===== config.mk =====
export PLATFORM = sky130hd
export DESIGN_NAME = jt08_adpcm_rom_arb
export DESIGN_NICKNAME = d
export VERILOG_FILES = /design/src/rtl/jt08_adpcm_pkg.sv /design/src/rtl/jt08_adpcm_rom_arb.sv
export SDC_FILE = /design/constraint.sdc
export NUM_CORES = 1
export LEC_CHECK = 0
export BUFFER_PORTS_ARGS = -buffer_cell sky130_fd_sc_hd__buf_2
export CORE_ASPECT_RATIO = 0.75
export CORE_MARGIN = 4
export CORE_UTILIZATION = 50
export DETAILED_ROUTE_END_ITERATION = 12
export PLACE_DENSITY = 0.9
export SYNTH_ARGS = -nofsm -noshare
export SYNTH_HDL_FRONTEND = slang
export SYNTH_SLANG_ARGS = --single-unit

===== constraint.sdc =====
create_clock -name clk -period 6.6 [get_ports clk]
set_input_delay 0.99 -clock clk [delete_from_list [all_inputs] [get_ports clk]]
set_output_delay 0.99 -clock clk [all_outputs]
set_load 0.02 [all_outputs]

===== src/rtl/jt08_adpcm_pkg.sv =====
// Shared definitions for the ADPCM sample-ROM arbiter.
//   arb_state_e : arbiter FSM states (idle, ADPCM-A fetch, ADPCM-B fetch)
//   DefaultAw   : default memory byte-address width
package jt08_adpcm_pkg;

   localparam int unsigned DefaultAw = 24;

   typedef enum logic [1:0] {
      StIdle  = 2'd0,
      StAWait = 2'd1,
      StBWait = 2'd2
   } arb_state_e;

endpackage


===== src/rtl/jt08_adpcm_rom_arb.sv =====
// Shares one memory read port between the ADPCM-A driver and the ADPCM-B streamer.
// ADPCM-A has strict priority but never preempts a B transfer that is already in flight.
// Ports:
//   clk, rst                  clock and asynchronous active-high reset
//   i_a_addr/i_a_bank         ADPCM-A byte address, full address = {bank,addr}
//   i_a_roe_n                 ADPCM-A output enable; a falling edge is a new request
//   o_a_data                  last byte fetched for ADPCM-A
//   i_b_addr/i_b_req          ADPCM-B address and request level
//   o_b_ack/o_b_data          ADPCM-B one-cycle ack with its byte
//   o_mem_addr/o_mem_req      memory request, held until i_mem_ack
//   i_mem_ack/i_mem_data      memory ack pulse with read data
//   o_a_late                  saturating count of ADPCM-A requests that overran their slot
module jt08_adpcm_rom_arb
   import jt08_adpcm_pkg::*;
#(
   parameter int unsigned     AW     = DefaultAw,
   parameter logic [AW-1:0]   A_BASE = '0,
   parameter logic [AW-1:0]   B_BASE = '0,
   parameter int unsigned     LATE_W = 8
) (
   input  logic              clk,
   input  logic              rst,
   input  logic [19:0]       i_a_addr,
   input  logic [3:0]        i_a_bank,
   input  logic              i_a_roe_n,
   output logic [7:0]        o_a_data,
   input  logic [AW-1:0]     i_b_addr,
   input  logic              i_b_req,
   output logic              o_b_ack,
   output logic [7:0]        o_b_data,
   output logic [AW-1:0]     o_mem_addr,
   output logic              o_mem_req,
   input  logic              i_mem_ack,
   input  logic [7:0]        i_mem_data,
   output logic [LATE_W-1:0] o_a_late
);

   arb_state_e        r_state;
   logic              r_roe_prev;
   logic              r_a_pend;
   logic [AW-1:0]     r_a_addr;
   logic [7:0]        r_a_data;
   logic              r_b_ack;
   logic [7:0]        r_b_data;
   logic [AW-1:0]     r_mem_addr;
   logic              r_mem_req;
   logic [LATE_W-1:0] r_a_late;

   logic              w_a_fall;
   logic [AW-1:0]     w_a_req_addr;
   logic [AW-1:0]     w_a_issue_addr;
   logic [AW-1:0]     w_b_addr;
   logic              w_b_elig;
   logic              w_a_late;
   logic              w_a_issue;

   assign w_a_fall     = r_roe_prev & ~i_a_roe_n;
   // Address sums wrap modulo 2^AW.
   assign w_a_req_addr = A_BASE + AW'({i_a_bank, i_a_addr});
   assign w_b_addr     = B_BASE + i_b_addr;

   // The cycle right after b_ack is excluded so a b_req that drops one cycle late is not re-served.
   assign w_b_elig = i_b_req & (r_state != StBWait) & ~r_b_ack;

   // Overrun: a new A edge while an A fetch is outstanding or an A request is still queued.
   assign w_a_late = w_a_fall & ((r_state == StAWait) | r_a_pend);

   assign w_a_issue = (r_state == StIdle) & r_a_pend;

   // A queued request overwritten in its issue cycle sends the newer address.
   assign w_a_issue_addr = w_a_fall ? w_a_req_addr : r_a_addr;

   always_ff @(posedge clk or posedge rst) begin
      if (rst) begin
         r_state    <= StIdle;
         r_roe_prev <= 1'b1;
         r_a_pend   <= 1'b0;
         r_a_addr   <= '0;
         r_a_data   <= '0;
         r_b_ack    <= 1'b0;
         r_b_data   <= '0;
         r_mem_addr <= '0;
         r_mem_req  <= 1'b0;
         r_a_late   <= '0;
      end else begin
         r_roe_prev <= i_a_roe_n;
         r_b_ack    <= 1'b0;

         if (w_a_fall) begin
            r_a_addr <= w_a_req_addr;
         end

         if (w_a_issue) begin
            r_a_pend <= 1'b0;
         end else if (w_a_fall) begin
            r_a_pend <= 1'b1;
         end

         if (w_a_late && (r_a_late != {LATE_W{1'b1}})) begin
            r_a_late <= r_a_late + LATE_W'(1);
         end

         case (r_state)
            StIdle: begin
               if (r_a_pend) begin
                  r_state    <= StAWait;
                  r_mem_req  <= 1'b1;
                  r_mem_addr <= w_a_issue_addr;
               end else if (w_b_elig && !w_a_fall) begin
                  // A fresh A edge this cycle becomes pending next cycle and must win over B.
                  r_state    <= StBWait;
                  r_mem_req  <= 1'b1;
                  r_mem_addr <= w_b_addr;
               end
            end
            StAWait: begin
               if (i_mem_ack) begin
                  r_a_data  <= i_mem_data;
                  r_mem_req <= 1'b0;
                  r_state   <= StIdle;
               end
            end
            StBWait: begin
               if (i_mem_ack) begin
                  r_b_data  <= i_mem_data;
                  r_b_ack   <= 1'b1;
                  r_mem_req <= 1'b0;
                  r_state   <= StIdle;
               end
            end
            default: begin
               r_state   <= StIdle;
               r_mem_req <= 1'b0;
            end
         endcase
      end
   end

   assign o_a_data   = r_a_data;
   assign o_b_ack    = r_b_ack;
   assign o_b_data   = r_b_data;
   assign o_mem_addr = r_mem_addr;
   assign o_mem_req  = r_mem_req;
   assign o_a_late   = r_a_late;

endmodule


==> impl_summary.txt, run 1 <==
----------------------------------------------------
[Run status]
  Status ... complete, no violations

[Timing]
  Setup Viol. Count Final ... 0
  Hold Worst Slack ... between 400 and 500 ps
  Fin. max-slew vios ... 0
  F_max ... 372.2 MHz
  Slew of the pin with the lowest slew margin ... 981.6 ps
  Worst-case headroom to the max-slew limit ... 34.56%
  Shortest clock period the worst path allows after layout ... 2687 ps
  Share of the clock period used by the worst path after layout ... 40.71%
  Unrepaired setup endpoints after global routing ... false
  Sum of negative setup slack ... 0 ps
  Setup skew after layout ... approximately 6 ps
  Final hold violations ... 0

[Die]
  Row count ... 26
  Top-level port count ... 111
  Initial Utilization ... 51.89%
  Core Area ... slightly below 0.007 sq mm
  Height of the die ... 81.27 microns
  Total Die Area ... about 0.0086 sq mm
  Die width ... approximately 110 microns

[Critical path]
  Arrival time reported for the critical path endpoint ... 2880 ps
  Depth of the worst register-to-register path ... 5
  Required @ worst endpoint ... about 7000 ps
  Worst setup slack for register-to-register paths ... 3910 ps
  Classification of the worst setup path ... flip-flop to flip-flop
  Critical R2R Capture ... o_mem_addr[20]
  Setup crit end kind ... flip-flop
  Kind of launch point of the worst setup path ... flip-flop
  Reg2reg start ... r_state[1]
  Largest fanout on the critical path ... 31

[Power]
  Internal power consumption ... 1247 uW
  Clock network power share ... 19.7%
  Net switching fraction of the power ... 39.33%
  Total leakage power ... 0.002134 uW
  Net load switching power ... 808.1 uW
  Maximum vdd ir drop ... about 0.00031 V
  Relative contribution of sequential cells to total power ... 36.6%
  Total power per unit cell area ... 465.3 mW/mm^2
  Combinational fraction of design power ... ~44%

[Global route]
  Pin count of the biggest net entering global routing ... 79
  Total GRT Usage ... 18.92%
  First-pass GRT wire length ... 12.63 mm
  Remaining global-route overflow ... 0
  Via count of the first global-routing pass ... 2632
  Number of antenna violations at the first check in global routing ... 0

[Synth]
  Mapped Avg Cell Area ... 12.64 sq um
  Fraction of synthesis flops using an asynchronous set or reset pin ... 100.0%
  Mux cell area share after synthesis ... 14.09%
  Flops & latches, synth ... 78
  Area share of and/or/nand/nor cells after synthesis ... 11.92%
  Post-synthesis share of cell area spent on full adders, half adders and majority gates ... 1.399%
  Cell type with the largest total area after synthesis ... dfrtp_1
  Cells taking the most area after synthesis ... dfrtp_1 54%, mux2_2 11%, a221oi_2 8.8%
  Number of distinct library cells after synthesis ... 37
  Number of enable-type register cells in the synthesized netlist ... 0
  Combinational family with the most area after synthesis ... multiplexers
  Number of synthesis warnings ... 0
  Number of nets produced by synthesis ... 348
  Synth Flop Type ... dfrtp_1
  Post-synthesis share of cell area spent on xor and xnor gates ... 0.7343%
  Post-synthesis compound-gate area fraction ... 11.85%
  Sequential element share of the synthesized area ... roughly 55%
  Post-Syn Area ... 0.003578 sq mm
  Gate Count Post-Synth ... between 200 and 300
  Share of the synthesized area in the top cell type ... 53.85%

[Layout]
  Most frequent standard cell in the layout excluding fill and tap cells ... buf_2
  Net count, final ... roughly 460
  Most frequent cells in the layout ... 110 x buf_2, 77 x dfrtp_1, 35 x mux2_2, 27 x inv_1, 25 x nor2_1
  Area growth from synthesis to layout ... 23.39%
  Layout cells sized above 1 ... 48.87%
  Diode count ... 0

[Routing]
  Routed via count divided by cell count ... 5.002
  DRC violation count after routing ... 0
  Routed length on met1 ... 3.375 mm
  Per-cell routed wire length ... 15.79 microns
  Total wire length ... 7.818 mm
  Drt pass-1 iters ... 4
  Vias ... 2476
  Length of routed met2 wiring ... 3.801 mm
  Met3 wire length ... 610 microns
  Antenna-violating nets left ... 0
  Highest signal layer in the routed design ... met4
  Number of DRC violations after detailed-routing iteration 0 ... 74

[Hold path]
  Min-delay worst type ... flip-flop to flip-flop
  Hold path start ... o_mem_req
  Number of stages on the worst hold path ... 1
  End of the worst hold path ... o_mem_req

[CTS]
  Number of buffers added for setup after CTS ... 0
  Number of sinks on the clock net ... 78
  CTS tree ... done
  Number of hold buffers added after CTS ... 0
  Clock Latency Late Sink ... 340 ps
  Post-CTS resize count ... 0
  Number of levels the H-tree was split into ... 3
  Clock root buffer ... clkbuf_8
  Clock transition at the register clock pins on the worst setup and hold paths after CTS ... ~80 ps
  Number of buffers added by the clock tree synthesis step ... 9
  Maximum clock insertion buffer count ... 2

[Run]
  Number of maximum-capacitance violations ... 0

[Placed design]
  Count of input and output buffers ... 110
  DP Wirelength ... 5.454 mm
  Routability congestion estimate ... ~0.79

----------------------------------------------------
## power by group through the flow
stage          combinational (uW)  sequential, uW  clock (uW)
2_1_floorplan                 496             916           0
3_3_place_gp                  881             748           0
3_5_place_dp                  911             761           0
4_1_cts                       913             754         415
5_1_grt                       977             777         437
6_report                      897             753         405
## through the flow
| stage | setup slack, ps | util, % | area (sq um) | power [uW] | std cells |
|---|---|---|---|---|---|
| after floorplan | 3617 | - | 3578 | 1412 | 283 |
| final | 3913 | 64.02 | 4415 | 2055 | 495 |
| after detailed placement | 3665 | 60.67 | 4184 | 1671 | 479 |
| after global routing | 3600 | 64.02 | 4415 | 2191 | 495 |
| after CTS | 3826 | 64.02 | 4415 | 2082 | 495 |
| after global placement | 3729 | 60.67 | 4184 | 1628 | 479 |
## layer usage
layer / GRT usage [%] / vias up
met4: 5.563 / 0
met2: 32.25 / 85
li1: - / 1190
met1: 22.86 / 1196
met3: 6.910 / 5
met5: 0 / -
## state kept, by name (all words and copies together), names as in the netlist
register,count
r_a_pend,1
o_b_ack,1
o_a_late,8
o_mem_addr,24
o_mem_req,1
o_a_data,8
o_b_data,8
r_a_addr,24
r_roe_prev,1
r_state,2
## worst max-delay path, stage by stage, from the launching register on
cell      delay (ps)
dfrtp_1          420
inv_1            100
ha_1             800
nand2_1          800
nor2_1           360
a221oi_2          50
## worst max path at each step
| stage | start | endpoint | slack, ps | cells after the start |
|---|---|---|---|---|
| 3_3_place_gp | i_a_roe_n | o_mem_addr[22] | 3730 | 5 |
| 5_1_grt | r_state[1] | o_mem_addr[9] | 3600 | 5 |
| 3_5_place_dp | i_a_roe_n | o_mem_addr[22] | 3670 | 5 |
| 2_1_floorplan | rst | o_a_data[0] | 3620 | 1 |
| 4_1_cts | r_state[1] | o_mem_addr[18] | 3830 | 5 |
| 6_report | r_state[1] | o_mem_addr[20] | 3910 | 5 |
## cell families after synthesis
family / count (synthesis)
flops: 78
simple gates: 76
mux: 45
buf+inv: 41
compound gates: 36
fa+ha+maj: 4
xor+xnor: 3
## layout make-up
cell class / instances / area, sq um
Tap cell: 98 / 122.6
Clock inverter: 6 / 93.84
Sequential cell: 78 / 1953
Timing Repair Buffer: 111 / 558.0
Clock buffer: 10 / 137.6
Inverter: 28 / 106.4
Multi-Input combinational cell: 164 / 1444
Fill cell: 575 / 2481
## synth_stat cells (2+ instances only)
master / count
a21oi_1: 7
a221oi_1: 2
a221oi_2: 21
and3_1: 4
and4_1: 2
buf_2: 5
buf_4: 3
buf_6: 3
clkbuf_1: 2
dfrtp_1: 77
ha_1: 4
inv_1: 28
mux2_1: 8
mux2_2: 35
mux2i_1: 2
nand2_1: 6
nand2b_1: 4
nor2_1: 25
nor2_2: 2
nor2b_1: 24
o22ai_1: 2
xnor2_1: 2
Power figures use the tool's default switching activity.
==> run 2: changes to the inputs <==
- ABC_AREA: default -> 1
- CORE_UTILIZATION: 50 -> 47
- PLACE_DENSITY: 0.9 -> 0.88
- clock period: 6.6 -> 2.3 ns (I/O delays scaled with it)
==> impl_summary.txt, run 2 <==
----------------------------------------------------
[Run status]
  Status ... complete, no violations

[Global route]
  First-pass GRT wire length ... approximately 17 mm
  Total GRT Usage ... 21.29%
  Via count of the first global-routing pass ... between 3000 and 4000
  Pin count of the biggest net entering global routing ... 41
  Remaining global-route overflow ... 0
  Number of antenna violations at the first check in global routing ... 0

[Layout]
  Final non-filler cell total ... about 720
  Most frequent cells in the layout ... 161 x nand2_1, 110 x buf_2, 80 x nand3_1, 77 x dfrtp_1, 70 x inv_1
  Area growth from synthesis to layout ... 21.01%
  Net count, final ... around 680
  Diode count ... 0
  Filler instances ... 716
  Layout cells sized above 1 ... 26.55%
  Most frequent standard cell in the layout excluding fill and tap cells ... nand2_1

[Synth]
  Cell type with the largest total area after synthesis ... dfrtp_1
  Cell with the most instances after synthesis ... nand2_1
  Gate Count Post-Synth ... 500
  Flops & latches, synth ... 78
  Sequential element share of the synthesized area ... between 40 and 50%
  Number of distinct library cells after synthesis ... 25
  Number of nets produced by synthesis ... around 570
  Number of enable-type register cells in the synthesized netlist ... 0
  Cell types with the highest counts after synthesis ... 161 x nand2_1, 80 x nand3_1, 77 x dfrtp_1, 71 x inv_1, 24 x and2_1
  Number of synthesis warnings ... 0
  Fraction of synthesis flops using an asynchronous set or reset pin ... 100.0%
  Mapped Avg Cell Area ... 7.848 sq um
  Share of the synthesized area in the top cell type ... 49.11%
  Cells taking the most area after synthesis ... dfrtp_1 49%, nand2_1 15%, nand3_1 10%
  Synth Flop Type ... dfrtp_1
  Post-Syn Area ... 0.003924 sq mm

[Power]
  Net load switching power ... 2586 uW
  Relative contribution of sequential cells to total power ... 36.9%
  Total leakage power ... 0.002756 uW
  Combinational fraction of design power ... 45.9%
  Clock network power share ... 17.2%
  Internal power consumption ... about 3200 uW
  Total power per unit cell area ... 1228 mW/mm^2
  Net switching fraction of the power ... 44.35%
  Maximum vdd ir drop ... 0.0006791 V

[CTS]
  Post-CTS resize count ... 0
  Maximum clock insertion buffer count ... 2
  Clock root buffer ... clkbuf_8
  Number of levels the H-tree was split into ... 3
  Number of buffers added by the clock tree synthesis step ... 9
  Number of sinks on the clock net ... 78
  CTS tree ... done
  Clock Latency Late Sink ... 360 ps
  Clock transition at the register clock pins on the worst setup and hold paths after CTS ... 80 ps

[Placed design]
  Cell count after placement ... 703
  Count of input and output buffers ... 110
  Routability congestion estimate ... between 0.8 and 0.9
  DP Wirelength ... 7.307 mm
  Setup WS pre-CTS ... ~600 ps

[Timing]
  Shortest clock period the worst path allows after layout ... 1731 ps
  Worst-case headroom to the max-slew limit ... 67.71%
  Share of the clock period used by the worst path after layout ... between 70% and 80%
  Final hold violations ... 0
  PnR worst setup slack ... around 570 ps
  Setup Viol. Count Final ... 0
  Fin. max-slew vios ... 0
  Slew of the pin with the lowest slew margin ... around 480 ps
  Setup skew after layout ... 10.24 ps
  Sum of negative setup slack ... 0 ps
  F_max ... 577.6 MHz
  Unrepaired setup endpoints after global routing ... false

[Die]
  Top-level port count ... 111
  Total Die Area ... 0.009890 sq mm
  Die width ... 113.5 microns
  Row count ... 28
  Core Area ... around 0.008 sq mm
  Initial Utilization ... 48.91%
  Height of the die ... 87.13 microns

[Hold path]
  Hold path start ... i_a_roe_n
  Min-delay worst type ... primary input to flip-flop
  End of the worst hold path ... r_roe_prev
  Number of stages on the worst hold path ... 1

[Run]
  Number of maximum-capacitance violations ... 0

[Routing]
  Routed via count divided by cell count ... 5.014
  Per-cell routed wire length ... about 14 microns
  Drt pass-1 iters ... 4
  DRC violation count after routing ... 0
  Number of DRC violations after detailed-routing iteration 0 ... 285
  Antenna-violating nets left ... 0
  Vias ... 3605
  Total wire length ... approximately 10 mm

[Critical path]
  Arrival time reported for the critical path endpoint ... 1980 ps
  Required @ worst endpoint ... 2540 ps
  Largest fanout on the critical path ... 24
  Worst setup slack for register-to-register paths ... 570 ps
  Depth of the worst register-to-register path ... 7
  Critical R2R Capture ... o_mem_addr[4]
  Reg2reg start ... r_state[0]
  Kind of launch point of the worst setup path ... flip-flop
  Setup crit end kind ... flip-flop
  Classification of the worst setup path ... flip-flop to flip-flop

----------------------------------------------------
-- run 2: kinds of logic after synthesis --
kind of cell               after synthesis  share of synthesized area (%)
xor gates and xnor gates                 2                         0.4465
buffers and inverters                   94                          10.52
AOI/OAI and AO/OA                       20                          2.711
DFF                                     78                          49.78
adders and majority gates                4                          1.276
and+or+nand+nor                        302                          35.27
-- run 2: per-layer routing --
layer / GRT usage (%) / wire length, microns / vias to the layer above / share of wire, %
met1: 27.58 / 4298 / 1666 / 43
li1: - / - / 1752 / -
met3: 7.361 / 999 / 16 / 10
met5: 0 / 0 / - / 0
met2: 33.46 / 4480 / 171 / 45
met4: 7.533 / 187 / 0 / 1.9
-- run 2: metrics by stage --
stage	total power [uW]	hold WS [ps]	utilization, %	cell area (sq um)
after detailed placement	4862	371.0	56.72	4551
after CTS	5880	98.67	59.19	4748
after global routing	6284	94.38	59.19	4748
final	5831	114.1	59.19	4748
after global placement	4738	368.1	56.72	4551
after floorplan	4020	349.5	-	3928
-- run 2: worst max path at each step --
stage                            from              to  slack, ps  cells after the start
after floorplan           o_a_late[0]     o_a_late[6]        970                      5
after global placement     r_roe_prev   o_mem_addr[4]        690                      5
after detailed placement   r_state[0]  o_mem_addr[10]        600                      7
after CTS                  r_state[0]  o_mem_addr[22]        590                      7
after global routing       r_state[0]  o_mem_addr[22]        440                      7
final                      r_state[0]   o_mem_addr[4]        570                      7
-- run 2: what timing repair did --
item | in CTS | in global routing
hold endpoints to repair | 14 | 0
buffers inserted | 0 | 0
hold buffers | 1 | 0
-- run 2: worst max-delay path: stages, from the launching register on --
cell and delay, ps:
dfrtp_1 400, inv_1 80, ha_1 260, nand2_1 110
buf_4 230, nand2_2 310, nand2_1 160, nand2_1 60
-- run 2: cell type report --
cell class | count | area [sq um] | area share (%)
Timing Repair Buffer | 120 | 640.6 | 13.49
Multi-Input combinational cell | 328 | 1558 | 32.81
Sequential cell | 78 | 1953 | 41.13
Clock inverter | 6 | 63.81 | 1.344
Tap cell | 105 | 131.4 | 2.767
Inverter | 73 | 277.8 | 5.850
Clock buffer | 9 | 123.9 | 2.609
-- run 2: power groups by stage --
stage | Clock, uW | Sequential [uW] | Combinational [uW]
6_report | 1000 | 2150 | 2680
5_1_grt | 1080 | 2210 | 2990
4_1_cts | 1030 | 2150 | 2700
3_5_place_dp | 0 | 2160 | 2700
3_3_place_gp | 0 | 2150 | 2590
2_1_floorplan | 0 | 2570 | 1450
